### config.mk
export PLATFORM = sky130hd
export DESIGN_NAME = instr_encoder_loader
export DESIGN_NICKNAME = d
export VERILOG_FILES = /design/src/rtl/instr_encoder_loader.sv
export SDC_FILE = /design/constraint.sdc
export NUM_CORES = 1
export LEC_CHECK = 0
export BUFFER_PORTS_ARGS = -buffer_cell sky130_fd_sc_hd__buf_2
export CAP_MARGIN = 0
export CELL_PAD_IN_SITES_DETAIL_PLACEMENT = 1
export CELL_PAD_IN_SITES_GLOBAL_PLACEMENT = 2
export CORE_MARGIN = 1
export CORE_UTILIZATION = 29
export DETAILED_ROUTE_END_ITERATION = 7
export GPL_TIMING_DRIVEN = 0
export PLACE_DENSITY_LB_ADDON = 0.1
export SLEW_MARGIN = 30
export SYNTH_ARGS = -nofsm -noshare
export SYNTH_HDL_FRONTEND = slang
export SYNTH_SLANG_ARGS = --single-unit
### constraint.sdc
create_clock -name i_clk -period 2.59 [get_ports i_clk]
set_input_delay 0.1295 -clock i_clk [delete_from_list [all_inputs] [get_ports i_clk]]
set_output_delay 0.1295 -clock i_clk [all_outputs]
set_load 0.05 [all_outputs]
### src/rtl/instr_encoder_loader.sv
`default_nettype none
// ============================================================================
// Module      : instr_encoder_loader
// Description : Turns decoded Minisys/MIPS instruction fields into 32-bit
//               instruction words and writes them one after another into
//               instruction memory. Used for boot loading and for building
//               self-test programs.
// Revision    : 1.0 - initial release
// ============================================================================
module instr_encoder_loader #(
  parameter int ADDR_W = 14
) (
  input  logic              i_clk,
  input  logic              i_rst_n,
  input  logic              i_start,
  input  logic              i_cmd_valid,
  output logic              o_cmd_ready,
  input  logic [4:0]        i_cmd_op,
  input  logic [4:0]        i_cmd_rs,
  input  logic [4:0]        i_cmd_rt,
  input  logic [4:0]        i_cmd_rd,
  input  logic [4:0]        i_cmd_shamt,
  input  logic [15:0]       i_cmd_imm,
  input  logic [25:0]       i_cmd_target,
  output logic              o_im_we,
  output logic [ADDR_W-1:0] o_im_addr,
  output logic [31:0]       o_im_wdata,
  output logic [ADDR_W:0]   o_word_count,
  output logic              o_done,
  output logic              o_err
);

  // Loader states
  localparam logic [1:0] C_ST_IDLE  = 2'd0;
  localparam logic [1:0] C_ST_LOAD  = 2'd1;
  localparam logic [1:0] C_ST_WRITE = 2'd2;
  localparam logic [1:0] C_ST_DONE  = 2'd3;

  // Command mnemonic codes
  localparam logic [4:0] C_OP_ADD   = 5'd0;
  localparam logic [4:0] C_OP_ADDU  = 5'd1;
  localparam logic [4:0] C_OP_SUB   = 5'd2;
  localparam logic [4:0] C_OP_SUBU  = 5'd3;
  localparam logic [4:0] C_OP_AND   = 5'd4;
  localparam logic [4:0] C_OP_OR    = 5'd5;
  localparam logic [4:0] C_OP_XOR   = 5'd6;
  localparam logic [4:0] C_OP_NOR   = 5'd7;
  localparam logic [4:0] C_OP_SLT   = 5'd8;
  localparam logic [4:0] C_OP_SLTU  = 5'd9;
  localparam logic [4:0] C_OP_SLL   = 5'd10;
  localparam logic [4:0] C_OP_SRL   = 5'd11;
  localparam logic [4:0] C_OP_SRA   = 5'd12;
  localparam logic [4:0] C_OP_SLLV  = 5'd13;
  localparam logic [4:0] C_OP_SRLV  = 5'd14;
  localparam logic [4:0] C_OP_SRAV  = 5'd15;
  localparam logic [4:0] C_OP_JR    = 5'd16;
  localparam logic [4:0] C_OP_ADDI  = 5'd17;
  localparam logic [4:0] C_OP_ADDIU = 5'd18;
  localparam logic [4:0] C_OP_SLTI  = 5'd19;
  localparam logic [4:0] C_OP_SLTIU = 5'd20;
  localparam logic [4:0] C_OP_ANDI  = 5'd21;
  localparam logic [4:0] C_OP_ORI   = 5'd22;
  localparam logic [4:0] C_OP_XORI  = 5'd23;
  localparam logic [4:0] C_OP_LUI   = 5'd24;
  localparam logic [4:0] C_OP_LW    = 5'd25;
  localparam logic [4:0] C_OP_SW    = 5'd26;
  localparam logic [4:0] C_OP_BEQ   = 5'd27;
  localparam logic [4:0] C_OP_BNE   = 5'd28;
  localparam logic [4:0] C_OP_J     = 5'd29;
  localparam logic [4:0] C_OP_JAL   = 5'd30;
  localparam logic [4:0] C_OP_END   = 5'd31;

  // Instruction formats
  localparam logic [1:0] C_FMT_R = 2'd0;
  localparam logic [1:0] C_FMT_I = 2'd1;
  localparam logic [1:0] C_FMT_J = 2'd2;

  // Word count at which memory is full; one more word would overflow
  localparam logic [ADDR_W:0]   C_CAP      = {1'b1, {ADDR_W{1'b0}}};
  localparam logic [ADDR_W-1:0] C_ADDR_ONE = {{(ADDR_W-1){1'b0}}, 1'b1};
  localparam logic [ADDR_W:0]   C_CNT_ONE  = {{ADDR_W{1'b0}}, 1'b1};

  logic [1:0]        r_state;
  logic [ADDR_W-1:0] r_addr;
  logic [ADDR_W:0]   r_count;
  logic [31:0]       r_wdata;
  logic              r_err;

  logic              w_hs;
  logic [1:0]        w_fmt;
  logic [5:0]        w_opcode;
  logic [5:0]        w_funct;
  logic              w_shift_imm;
  logic [4:0]        w_rs_f;
  logic [4:0]        w_rt_f;
  logic [4:0]        w_rd_f;
  logic [4:0]        w_sh_f;
  logic [31:0]       w_word;

  assign w_hs = i_cmd_valid & o_cmd_ready;

  // Select format, primary opcode and funct code for the mnemonic
  always_comb begin
    w_fmt    = C_FMT_R;
    w_opcode = 6'h00;
    w_funct  = 6'h00;
    case (i_cmd_op)
      C_OP_ADD:   w_funct = 6'h20;
      C_OP_ADDU:  w_funct = 6'h21;
      C_OP_SUB:   w_funct = 6'h22;
      C_OP_SUBU:  w_funct = 6'h23;
      C_OP_AND:   w_funct = 6'h24;
      C_OP_OR:    w_funct = 6'h25;
      C_OP_XOR:   w_funct = 6'h26;
      C_OP_NOR:   w_funct = 6'h27;
      C_OP_SLT:   w_funct = 6'h2A;
      C_OP_SLTU:  w_funct = 6'h2B;
      C_OP_SLL:   w_funct = 6'h00;
      C_OP_SRL:   w_funct = 6'h02;
      C_OP_SRA:   w_funct = 6'h03;
      C_OP_SLLV:  w_funct = 6'h04;
      C_OP_SRLV:  w_funct = 6'h06;
      C_OP_SRAV:  w_funct = 6'h07;
      C_OP_JR:    w_funct = 6'h08;
      C_OP_ADDI:  begin w_fmt = C_FMT_I; w_opcode = 6'h08; end
      C_OP_ADDIU: begin w_fmt = C_FMT_I; w_opcode = 6'h09; end
      C_OP_SLTI:  begin w_fmt = C_FMT_I; w_opcode = 6'h0A; end
      C_OP_SLTIU: begin w_fmt = C_FMT_I; w_opcode = 6'h0B; end
      C_OP_ANDI:  begin w_fmt = C_FMT_I; w_opcode = 6'h0C; end
      C_OP_ORI:   begin w_fmt = C_FMT_I; w_opcode = 6'h0D; end
      C_OP_XORI:  begin w_fmt = C_FMT_I; w_opcode = 6'h0E; end
      C_OP_LUI:   begin w_fmt = C_FMT_I; w_opcode = 6'h0F; end
      C_OP_LW:    begin w_fmt = C_FMT_I; w_opcode = 6'h23; end
      C_OP_SW:    begin w_fmt = C_FMT_I; w_opcode = 6'h2B; end
      C_OP_BEQ:   begin w_fmt = C_FMT_I; w_opcode = 6'h04; end
      C_OP_BNE:   begin w_fmt = C_FMT_I; w_opcode = 6'h05; end
      C_OP_J:     begin w_fmt = C_FMT_J; w_opcode = 6'h02; end
      C_OP_JAL:   begin w_fmt = C_FMT_J; w_opcode = 6'h03; end
      default:    begin w_fmt = C_FMT_R; w_opcode = 6'h00; w_funct = 6'h00; end
    endcase
  end

  // Force the fields the decoder treats as don't-care to zero so every
  // emitted word is the canonical encoding
  always_comb begin
    w_shift_imm = (i_cmd_op == C_OP_SLL) || (i_cmd_op == C_OP_SRL) ||
                  (i_cmd_op == C_OP_SRA);
    w_rs_f = (w_shift_imm || (i_cmd_op == C_OP_LUI)) ? 5'd0 : i_cmd_rs;
    w_rt_f = (i_cmd_op == C_OP_JR) ? 5'd0 : i_cmd_rt;
    w_rd_f = (i_cmd_op == C_OP_JR) ? 5'd0 : i_cmd_rd;
    w_sh_f = w_shift_imm ? i_cmd_shamt : 5'd0;
  end

  // Pack the fields according to the instruction format
  always_comb begin
    w_word = 32'h0000_0000;
    case (w_fmt)
      C_FMT_R: w_word = {6'h00, w_rs_f, w_rt_f, w_rd_f, w_sh_f, w_funct};
      C_FMT_I: w_word = {w_opcode, w_rs_f, i_cmd_rt, i_cmd_imm};
      C_FMT_J: w_word = {w_opcode, i_cmd_target};
      default: w_word = 32'h0000_0000;
    endcase
  end

  // Load sequencer: accept a command, write it for one cycle, advance the address
  always_ff @(posedge i_clk or negedge i_rst_n) begin
    if (!i_rst_n) begin
      r_state <= C_ST_IDLE;
      r_addr  <= '0;
      r_count <= '0;
      r_wdata <= 32'h0000_0000;
      r_err   <= 1'b0;
    end else if (i_start) begin
      // start wins over any handshake or pending write this cycle
      r_state <= C_ST_LOAD;
      r_addr  <= '0;
      r_count <= '0;
      r_err   <= 1'b0;
    end else begin
      case (r_state)
        C_ST_IDLE: begin
          r_state <= C_ST_IDLE;
        end
        C_ST_LOAD: begin
          if (w_hs) begin
            if (i_cmd_op == C_OP_END) begin
              r_state <= C_ST_DONE;
            end else if (r_count == C_CAP) begin
              r_err   <= 1'b1;
              r_state <= C_ST_DONE;
            end else begin
              r_wdata <= w_word;
              r_state <= C_ST_WRITE;
            end
          end
        end
        C_ST_WRITE: begin
          r_addr  <= r_addr + C_ADDR_ONE;
          r_count <= r_count + C_CNT_ONE;
          r_state <= C_ST_LOAD;
        end
        C_ST_DONE: begin
          r_state <= C_ST_DONE;
        end
        default: begin
          r_state <= C_ST_IDLE;
        end
      endcase
    end
  end

  // Outputs decode straight from state so reset drops the strobe at once
  assign o_cmd_ready  = (r_state == C_ST_LOAD);
  assign o_im_we      = (r_state == C_ST_WRITE);
  assign o_done       = (r_state == C_ST_DONE);
  assign o_err        = r_err;
  assign o_im_addr    = r_addr;
  assign o_im_wdata   = r_wdata;
  assign o_word_count = r_count;

endmodule
`default_nettype wire

# --- Word level (Yosys, flattened, before mapping) ---
# Cells that the tools add are included.
totals:
  reg_bits: 64
  elab_cells: 86
classes:
  add_sub_neg: 2
  n_eq_ne: 39
  mux: 22
  n_bitwise: 4
  reduce_logical: 14
ops:
  columns: ["op", "count"]
  rows:
  - ["case mux 32 bit (3 select lines)", 1]
  - ["case mux 6 bit (16 select lines)", 1]
  - ["case mux 6 bit (14 select lines)", 1]
  - ["== test 5 bit (second input constant)", 16]
  - ["== test 5 x 4 -> 1 bit (second input constant)", 8]
  - ["two-way mux 15 bit", 2]
  - ["two-way mux 14 bit", 2]
  - ["== test 5 x 3 -> 1 bit (second input constant)", 4]
  - ["two-way mux 5 bit", 4]
  - ["adder 15 x 1 -> 15 bit (second input constant)", 1]
  - ["== test 15 bit (second input constant)", 1]
  - ["adder 14 x 1 -> 14 bit (second input constant)", 1]
  - ["OR reduction 12 bit", 1]
  - ["== test 5 x 2 -> 1 bit (second input constant)", 2]
  - ["case mux 2 bit (4 select lines)", 1]
  - ["nonzero test 2 bit", 4]
  - ["two-way mux 1 bit", 7]
  - ["== test 2 bit (second input constant)", 3]
  - ["== test 5 x 1 -> 1 bit (second input constant)", 1]
  - ["zero test 5 bit", 1]
  - ["AND reduction 5 bit", 1]
  - ["== test 2 x 1 -> 1 bit (second input constant)", 2]
  - ["zero test 2 bit", 2]
  - ["two-way mux 2 bit", 2]
  - ["other kinds (8)", 12]

# --- Logic depth before layout (Yosys ltp) ---
# Gate-level depths: netlist of run 1.
depth:
  depth_word: 6
  mapped_depth: 8

# --- Worst setup path after synthesis of run 1 ---
# No wires, ideal clock.
synth_path:
  path_kind: "register to register"
  startpoint: "reg r_addr[4] (netlist: o_im_addr[4])"
  endpoint: "reg r_addr[11] (netlist: o_im_addr[11])"
  setup_ps: 125
  arrival_time_ps: 1914
  setup_slack_ps: 551
  path_stages_with_launch: 5
  path_buffers: 0
  synth_period_minus_slack_ps: 2039
  cell_sequence: "dfrtp_1 > nand4_1 > nor4_1 > nand3_1 > mux2_2"
synth_between:
  elab_chain_cells: 3
synth_rtl:
  columns: ["item", "line_no", "rtl"]
  rows:
  - ["start: declaration", "84", "logic [ADDR_W-1:0] r_addr;"]
  - ["start signal: assignment", "198", "r_addr <= r_addr + C_ADDR_ONE;"]
  - ["adder 14 x 1 -> 14 bit", "198", null]
  - ["two-way mux 14 bit", "180", "case (r_state)"]
  - ["two-way mux 14 bit", "173", "end else if (i_start) begin"]
# No other way between the ends. The select of a mux whose other input is x is not followed.
# A chain may end at the register's enable or synchronous reset.

# --- Worst setup path in the final report of run 1 ---
layout_path:
  startpoint: "reg r_state[1]"
  endpoint: "reg r_wdata[22] (netlist: o_im_wdata[22])"
layout_between:
  elab_chain_cells: 3
layout_rtl:
  columns: ["item", "line_no", "rtl"]
  rows:
  - ["start: declaration", "83", "logic [1:0] r_state;"]
  - ["start signal: assignment", "168", "r_state <= C_ST_IDLE;"]
  - ["start signal: assignment", "175", "r_state <= C_ST_LOAD;"]
  - ["start signal: assignment", "182", "r_state <= C_ST_IDLE;"]
  - ["== test 2 x 1 -> 1 bit (*)", "180, 213", null]
  - ["bitwise AND 1 bit", "100", "assign w_hs = i_cmd_valid & o_cmd_ready;"]
  - ["AND reduction 5 bit (no line) (*)", null, null]
  - ["end signal: assignment", "192", "r_wdata <= w_word;"]
  - ["end: declaration", "86", "logic [31:0] r_wdata;"]
# Every way passes the cells marked *; elsewhere a longest branch is shown, timed or not.

==> impl_metrics.toml, run 1 <==
[placement]
gp_congestion = 0.765
dp_cells = 653
hpwl_um = 8110
dp_slack_ns = 0.219
place.port_buffers = 132

[cells_and_area]
drive_gt1_frac = 0.371
finish.net_count = 571
area_growth_pct = 35.0
antennaDiodeCount = 0
instances_no_fill = 670

[clock_network]
clkSlewWorstSetupHoldPaths_ns = 0.06
clock-sinks = 63
cts_buffers = 9
cts_setup_buffers = 0
clock_path_buffers = 2
clkLatencyLatePin_ns = 0.33
cts_tree = "built"
root_buffer = "clkbuf_16"
cts-htree-levels = 3

[sta]
setup_violations = 0
hold_violations = 0
fin_ws_ns = 0.266
rsz0062_at_grt = "no"
tightest_slew_ns = 0.845
setup-tns-final_ns = 0
fmax_mhz = 430
fin_crit_ns = 2.32
skew_ns = 0.0100
slew_violations = 0
finalCritPeriodShare = 0.897
max-slew-margin-rel = 0.432

[floorplanning]
io_pins = 136
die_x_um = 113
start_util = 0.299
die_h_um = 113
num_rows = 40
dieArea_um2 = 12900
core_um2 = 12100

[yosys]
ys_seq_elements = 63
yosysSeqAreaShare = 0.438
yosys_warnings = 0
synthArstFlopShare = 1.00
synth_edf_count = 0
yosysUniqueCellTypes = 54
syn_inst = 352
synth_area_um2 = 3600
syn_nets = 426
avgSynthCellArea_um2 = 10.2
yosys_most_used_dff = "dfrtp_1"

[drt]
first_iter_violations = 125
postRouteAntennaNets = 0
wirelength_um = 10900
dr.pass1.iters = 4
wl_per_cell_um = 16.2
vias = 3264
viasPerCell = 4.87
drc = 0

[global_routing]
grt_first_pass_wirelength_um = 18100
grt_pass1_vias = 3359
overflow = 0
grt_antenna_before_repair = 0
grtUsageTotal = 0.182
grt_max_degree = 40

[worst_hold_path]
holdPathEnd = "r_state[1]$_DFFE_PN0P_"
hold_path_startpoint = "i_cmd_valid"
min_path_cells = 3
hp-class = "in2reg"

[setup_path]
worstPathMaxFanout = 10
slowest_delay_ns = 0.64
reg2reg_from = "r_state[1]$_DFFE_PN0P_"
path_buf_inv = 2
worst-setup-path-type = "reg2reg"
critPathCaptureType = "flip-flop"
crit_required_ns = 2.80
critPathTopFamily = "compound AO/OA/AOI/OAI gates"
critPathLaunchType = "flip-flop"
reg2reg_slack_ns = 0.27
crit_arrival_ns = 2.53
r2r-end = "o_im_wdata[22]$_DFFE_PN0P_"
worst_path_max_delay_cell = "a2111oi_4"
path_cells = "nand2b_1, a2111oi_4, and2_1, buf_6, buf_12, mux2_4"
reg2reg_depth = 6

[job]
maxCapViolations = 0

[power]
leakage_nw = 2.29
power.density_nw_per_um2 = 750
peakVddDrop_uv = 272

[status]
outcome = "complete, no violations"
-- sequential cells by signal, summed over array words and instances, names as in the netlist --
| register | cells |
|---|---|
| o_word_count | 15 |
| o_err | 1 |
| o_im_addr | 14 |
| o_im_wdata | 31 |
| r_state | 2 |
-- worst register-to-register path: stages, from the launching register on --
cell       delay [ns]
dfrtp_1          0.47
nand2b_1         0.26
a2111oi_4        0.64
and2_1           0.23
buf_6            0.13
buf_12           0.15
mux2_4           0.31
-- report_power, final --
group,internal (mW),switching [mW],leakage (nW)
Clock,0.992,0.441,0.176
Sequential,1.11,0.0755,0.819
Combinational,0.320,0.709,1.30
-- synth_stat cells (4+ instances only) --
| library cell | number | area [µm²] |
|---|---|---|
| o21ai_0 | 16 | 80.1 |
| nand3_1 | 11 | 55.1 |
| mux2_4 | 17 | 255 |
| nand4_1 | 8 | 50.1 |
| and2_1 | 4 | 25.0 |
| xor2_1 | 10 | 87.6 |
| nor2b_1 | 5 | 31.3 |
| a21oi_1 | 24 | 120 |
| nor2_1 | 32 | 120 |
| mux2i_1 | 6 | 60.1 |
| inv_1 | 17 | 63.8 |
| or3_1 | 8 | 50.1 |
| a22o_1 | 8 | 70.1 |
| xnor2_1 | 10 | 87.6 |
| nor3_1 | 5 | 25.0 |
| and4b_1 | 4 | 40.0 |
| nor4_1 | 4 | 25.0 |
| nand3b_1 | 4 | 30.0 |
| a32o_1 | 6 | 60.1 |
| a222oi_1 | 10 | 100 |
| clkbuf_1 | 16 | 60.1 |
| nand2b_1 | 4 | 25.0 |
| nand2_1 | 14 | 52.6 |
| nor3b_1 | 4 | 30.0 |
| dfrtp_1 | 63 | 1580 |
-- what timing repair did --
action / 4_1_cts / 5_1_grt
gates resized for setup: 0 / 0
endpoints found under the setup margin: 0 / 0
hold endpoints to repair: 38 / 0
hold buffers: 1 / 0
-- cells by family (layout without fill, tap and decap cells) --
logic type	count (synthesis)	count (layout)	synth area share
and+or+nand+nor	117	117	0.180
AOI/OAI and AO/OA	81	81	0.167
DFF	63	63	0.438
buffers and inverters	41	191	0.0587
muxes	26	26	0.0969
xor gates and xnor gates	20	20	0.0486
adders and majority gates	3	3	0.0104
other	1	1	0.00104
-- cell type report --
cell class	count	area [µm²]
inverter	17	63.8
clock inverter	5	104
fill	1418	7200
tap	168	210
timing repair buffer	134	693
clock buffer	11	253
multi-input combinational	248	1810
sequential	63	1580
buffer	24	148
-- per-stage QoR --
step	hold WS [ns]	cell area, µm²	util	total power [mW]
global route	0.0846	4860	0.403	3.81
detailed placement	0.161	4500	0.373	2.24
global placement	0.422	4470	0.371	2.22
finish	0.0916	4860	0.403	3.65
CTS	0.0773	4860	0.403	3.70
floorplan	-0.166	3600	-	1.94
-- worst max-delay path by stage --
stage | startpoint | end | slack, ns | cells past startpoint
finish | r_state[1]$_DFFE_PN0P_ | o_im_wdata[22]$_DFFE_PN0P_ | 0.27 | 6
global route | r_state[1]$_DFFE_PN0P_ | o_im_wdata[23]$_DFFE_PN0P_ | 0.08 | 6
CTS | r_state[1]$_DFFE_PN0P_ | o_im_wdata[25]$_DFFE_PN0P_ | 0.20 | 6
detailed placement | r_state[1]$_DFFE_PN0P_ | o_im_wdata[25]$_DFFE_PN0P_ | 0.22 | 6
global placement | r_state[1]$_DFFE_PN0P_ | o_im_wdata[25]$_DFFE_PN0P_ | 0.28 | 6
floorplan | o_im_addr[4]$_DFFE_PN0P_ | o_im_addr[11]$_DFFE_PN0P_ | 0.55 | 4
-- layout by cell type (no fill, tap or decap), types with 2 or more instances in the layout --
cell       instances
or3_1              8
nor4b_1            3
ha_1               3
a31oi_1            2
nor2b_1            5
a21oi_1           24
and4b_1            4
xor2_1            10
buf_12             3
buf_4              3
nand2b_1           4
buf_6              2
a32o_1             6
mux2i_1            6
a211o_1            2
a22o_1             8
inv_1             17
buf_2            133
clkbuf_1          16
bufinv_16          3
clkbuf_16          9
nor3b_1            4
nand3_1           11
nand3b_1           4
nor2_1            32
o21ba_2            2
nand2_1           14
mux2_4            17
a222oi_1          10
xnor2_1           10
nor3_1             5
mux2_2             3
nor4_1             4
nand4_1            8
o21ai_0           16
dfrtp_1           63
and2_1             4
clkbuf_8           2
-- layer usage --
| layer | vias up | GRT usage | routed length [µm] |
|---|---|---|---|
| met3 | 11 | 0.0377 | 589 |
| li1 | 1580 | - | - |
| met5 | - | 0 | 0 |
| met1 | 1566 | 0.254 | 5390 |
| met4 | 0 | 0.0711 | 126 |
| met2 | 107 | 0.277 | 4760 |
Note: power is estimated with default switching activity, not from simulation.
==> run 2, diff against run 1 <==
--- a/config.mk
+++ b/config.mk
@@ -9,6 +9,7 @@
 export CAP_MARGIN = 0
 export CELL_PAD_IN_SITES_DETAIL_PLACEMENT = 1
 export CELL_PAD_IN_SITES_GLOBAL_PLACEMENT = 2
+export CORE_ASPECT_RATIO = 1.2
 export CORE_MARGIN = 1
 export CORE_UTILIZATION = 29
 export DETAILED_ROUTE_END_ITERATION = 7
==> run 2 against run 1 <==
Design area decreased by 1.0%. Critical path depth unchanged. Worst setup slack got worse by 0.0032 ns. Worst hold slack improved by 0.0048 ns. First-iteration DRC count increased by 18%. Via count increased by 0.46%. Combinational power about the same. Cell count decreased by 1.0%. Non-clock buffer count unchanged. Flip-flop and latch count unchanged. Power decreased by 5.0%. Largest power group unchanged.
==> impl_metrics.toml, run 2 (same netlist as run 1, synthesis figures left out) <==
[clock_network]
cts-htree-levels = 3
clkSlewWorstSetupHoldPaths_ns = 0.05
root_buffer = "clkbuf_16"
cts_setup_buffers = 0
clock_path_buffers = 2
cts_buffers = 9
clock-sinks = 63
cts_resized = 0
clkLatencyLatePin_ns = 0.33
cts_tree = "built"

[global_routing]
grt_first_pass_wirelength_um = 18100
grt_antenna_before_repair = 0
grt_max_degree = 47
grt_pass1_vias = 3418
grtUsageTotal = 0.182
overflow = 0

[sta]
max-slew-margin-rel = 0.422
fmax_mhz = 430
setup_violations = 0
hold_violations = 0
setup-tns-final_ns = 0
slew_violations = 0
fin_crit_ns = 2.33
tightest_slew_ns = 0.859
skew_ns = 0.00643
finalCritPeriodShare = 0.898
rsz0062_at_grt = "no"

[power]
clockPowerShare = 0.362
power.density_nw_per_um2 = 720
swShare = 0.357
seqPwrFrac = 0.340
leakage_nw = 2.27
p_int_mw = 2.23
combPwrFrac = 0.297
switching_power_mw = 1.24
peakVddDrop_uv = 272

[drt]
wl_per_cell_um = 17.1
wirelength_um = 11400
drc = 0
first_iter_violations = 148
postRouteAntennaNets = 0
vias = 3279
dr.pass1.iters = 4
viasPerCell = 4.95

[cells_and_area]
final_cell_mix = "buf_2, dfrtp_1, nor2_1, a21oi_1"
finish.net_count = 571
antennaDiodeCount = 0
final.fill_count = 1441
drive_gt1_frac = 0.371
area_growth_pct = 33.6
largest_reg_flops = 31
instances_no_fill = 663
final_util = 0.397
final_common_cell = "buf_2"

[job]
maxCapViolations = 0

[floorplanning]
die_h_um = 124
num_rows = 44
core_um2 = 12100
die_x_um = 104
io_pins = 136
start_util = 0.297
dieArea_um2 = 12900

[setup_path]
path_cells = "nand2b_1, a2111oi_4, and2_1, buf_6, buf_12, mux2_4"
critPathLaunchType = "flip-flop"
worst-setup-path-type = "reg2reg"
critPathCaptureType = "flip-flop"
worstPathMaxFanout = 10
worst_path_max_delay_cell = "a2111oi_4"
slowest_delay_ns = 0.66
crit_required_ns = 2.80
crit_arrival_ns = 2.54
path_buf_inv = 2
critPathTopFamily = "compound AO/OA/AOI/OAI gates"

[worst_hold_path]
hp-class = "in2reg"

[status]
outcome = "complete, no violations"

[placement]
hpwl_um = 8510
gp_congestion = 0.771
dp_cells = 646
place.port_buffers = 132
[run 2: worst paths after layout]
check / start / cells past startpoint / endpoint / slack, ns
worst max-delay path: r_state[1]$_DFFE_PN0P_ / 6 / o_im_wdata[16]$_DFFE_PN0P_ / 0.26
worst min-delay path: i_cmd_valid / 3 / r_state[1]$_DFFE_PN0P_ / 0.1
worst max register to register: r_state[1]$_DFFE_PN0P_ / 6 / o_im_wdata[16]$_DFFE_PN0P_ / 0.26
worst min register to register: o_im_wdata[19]$_DFFE_PN0P_ / 1 / o_im_wdata[19]$_DFFE_PN0P_ / 0.50
max in group asynchronous: i_rst_n / 3 / o_im_wdata[23]$_DFFE_PN0P_ / 1.84
min in group asynchronous: i_rst_n / 2 / o_im_wdata[27]$_DFFE_PN0P_ / 0.22
[run 2: repair_timing]
item	in CTS	in global routing
endpoints found under the hold margin	17	0
hold buffers	1	0
endpoints found under the setup margin	0	0
[run 2: area by class of cell]
type                            instances  area, µm²  share of cell area
Buffer                                 24        148              0.0307
Clock buffer                           11        253              0.0525
Clock inverter                          5       56.3              0.0117
Inverter                               17       63.8              0.0133
Multi-Input combinational cell        248       1810               0.377
Sequential cell                        63       1580               0.328
Tap cell                              161        201              0.0419
Timing Repair Buffer                  134        701               0.146
[run 2: worst register-to-register path, cell delays in order, from the launching register on]
cell	delay (ns)
dfrtp_1	0.48
nand2b_1	0.25
a2111oi_4	0.66
and2_1	0.23
buf_6	0.13
buf_12	0.15
mux2_4	0.31
[run 2: routing by layer]
layer  part of all wire  GRT usage  wire [µm]  vias to the layer above
met3              0.048     0.0471        543                       13
met5                  0          0          0                        -
met2               0.53      0.328       5990                       64
met4              0.013     0.0679        151                        0
li1                   -          -          -                     1574
met1               0.41      0.210       4680                     1628
[run 2: stage by stage]
stage	worst slack (ns)	power (mW)	area, µm²	hold WS (ns)
floorplan	0.551	1.94	3600	-0.166
global placement	0.263	2.22	4460	0.430
detailed placement	0.259	2.24	4490	0.0358
CTS	0.251	3.52	4810	0.0890
global route	0.111	3.62	4810	0.122
finish	0.263	3.46	4810	0.0964
[run 2: power by group through the flow]
stage          Sequential [mW]  Clock, mW  Combinational [mW]
6_report                  1.18       1.26                1.03
5_1_grt                   1.20       1.32                1.10
4_1_cts                   1.18       1.30                1.04
3_5_place_dp              1.20          0                1.04
3_3_place_gp              1.19          0                1.03
2_1_floorplan             1.63          0               0.310
==> run 3, diff against run 2 <==
--- a/config.mk
+++ b/config.mk
@@ -15,6 +15,7 @@
 export DETAILED_ROUTE_END_ITERATION = 7
 export GPL_TIMING_DRIVEN = 0
 export PLACE_DENSITY_LB_ADDON = 0.1
+export SETUP_SLACK_MARGIN = 0.3
 export SLEW_MARGIN = 30
 export SYNTH_ARGS = -nofsm -noshare
 export SYNTH_HDL_FRONTEND = slang
==> run 3 against run 2 <==
Maximum frequency is 13% higher. Routed wire length is 0.47% higher. Clock-buffer cell count stayed put. Flip-flop and latch count stayed put.
==> impl_metrics.toml, run 3 (same netlist as run 1, synthesis figures left out) <==
[status]
outcome = "complete, no violations"

[drt]
vias = 3285
first_iter_violations = 157
postRouteAntennaNets = 0
drc = 0
wirelength_um = 11400
wl_per_cell_um = 17.1
dr.pass1.iters = 6
viasPerCell = 4.93

[sta]
rsz0062_at_grt = "no"
fmax_mhz = 486
setup-tns-final_ns = 0
setup_violations = 0
slew_violations = 0
skew_ns = 0.00633
finalCritPeriodShare = 0.795
fin_crit_ns = 2.06
tightest_slew_ns = 0.854
hold_violations = 0
max-slew-margin-rel = 0.426

[job]
maxCapViolations = 0

[setup_path]
path_cells = "nand2b_1, a2111oi_4, and2_1, buf_6, buf_12, mux2_4"
critPathCaptureType = "flip-flop"
worstPathMaxFanout = 10
reg2reg_depth = 6
slowest_delay_ns = 0.47
critPathTopFamily = "flip-flops"
crit_required_ns = 2.80
path_buf_inv = 2
crit_arrival_ns = 2.27
worst-setup-path-type = "reg2reg"
critPathLaunchType = "flip-flop"
crit_cells = 6
worst_path_max_delay_cell = "dfrtp_1"

[cells_and_area]
final_common_cell = "buf_2"
final_cell_mix = "buf_2, dfrtp_1, nor2_1, a21oi_1"
area_growth_pct = 34.2
drive_gt1_frac = 0.374
antennaDiodeCount = 0
largest_reg_flops = 31
finish.net_count = 574
final_area_um2 = 4840

[clock_network]
clock-sinks = 63
cts_tree = "built"
root_buffer = "clkbuf_16"
clkLatencyLatePin_ns = 0.33
clkSlewWorstSetupHoldPaths_ns = 0.05
clock_path_buffers = 2
cts_buffers = 9
cts-htree-levels = 3

[worst_hold_path]
min_path_cells = 3
hp-class = "in2reg"

[global_routing]
overflow = 0
grt_max_degree = 47
grt_antenna_before_repair = 0
grt_first_pass_wirelength_um = 18100
grt_pass1_vias = 3418
grtUsageTotal = 0.182

[floorplanning]
io_pins = 136
die_h_um = 124
core_um2 = 12100
start_util = 0.297
num_rows = 44
die_x_um = 104
dieArea_um2 = 12900

[power]
power.density_nw_per_um2 = 717
peakVddDrop_uv = 272
leakage_nw = 2.29

[placement]
gp_congestion = 0.771
hpwl_um = 8510
place_area_um2 = 4490
place.port_buffers = 132
## run 3: cell count changes in the layout (fill, tap and decap cells not counted), sizes merged
cell  change
buf       +3
## run 3: what timing repair did
| action | in CTS | in global routing |
|---|---|---|
| hold endpoints to repair | 17 | 0 |
| setup buffers | 0 | 3 |
| hold buffers | 1 | 0 |
| resized for setup | 0 | 0 |
| pin swaps | 1 | 1 |
| setup endpoints to repair | 17 | 22 |
## run 3: worst register-to-register path, stage by stage, from the launching register on
cell	delay (ns)
dfrtp_1	0.47
nand2b_1	0.25
a2111oi_4	0.43
and2_1	0.20
buf_6	0.13
buf_12	0.15
mux2_4	0.31
## run 3: cell type report
class	count	area (µm²)
clock buffers	11	253
multi-input cells	248	1810
inverters	17	63.8
fillers	1442	7280
plain buffers	24	148
flip-flops and latches	63	1580
clock inverters	5	56.3
repair buffers	137	723
well taps	161	201
## run 3: layer usage
metal  wire length, µm  vias up  global-route usage
met3               583       13              0.0471
met4               151        0              0.0679
met5                 0        -                   0
met1              4690     1627               0.210
met2              6000       67               0.328
li1                  -     1578                   -
## run 3: final timing paths
kind,startpoint,to,slack [ns]
min in group asynchronous,i_rst_n,o_im_wdata[27]$_DFFE_PN0P_,0.22
worst max-delay path,r_state[1]$_DFFE_PN0P_,o_im_wdata[19]$_DFFE_PN0P_,0.53
worst min-delay path,i_cmd_valid,r_state[1]$_DFFE_PN0P_,0.1
max in group asynchronous,i_rst_n,o_im_wdata[23]$_DFFE_PN0P_,1.84
worst max register to register,r_state[1]$_DFFE_PN0P_,o_im_wdata[19]$_DFFE_PN0P_,0.53
worst min register to register,o_im_wdata[19]$_DFFE_PN0P_,o_im_wdata[19]$_DFFE_PN0P_,0.50
## run 3: where the power goes
group          internal [mW]  switching [mW]  total, mW
sequential              1.11          0.0702       1.18
clock                  0.795           0.459       1.25
combinational          0.325           0.710       1.03
## run 3: metrics by stage
step | power (mW) | std cells | util | setup slack (ns) | hold WS (ns)
global placement | 2.22 | 645 | 0.369 | 0.263 | 0.430
global route | 3.62 | 666 | 0.399 | 0.338 | 0.122
finish | 3.47 | 666 | 0.399 | 0.532 | 0.0976
CTS | 3.52 | 663 | 0.397 | 0.301 | 0.0890
detailed placement | 2.24 | 646 | 0.371 | 0.259 | 0.0358
floorplan | 1.94 | 352 | - | 0.551 | -0.166
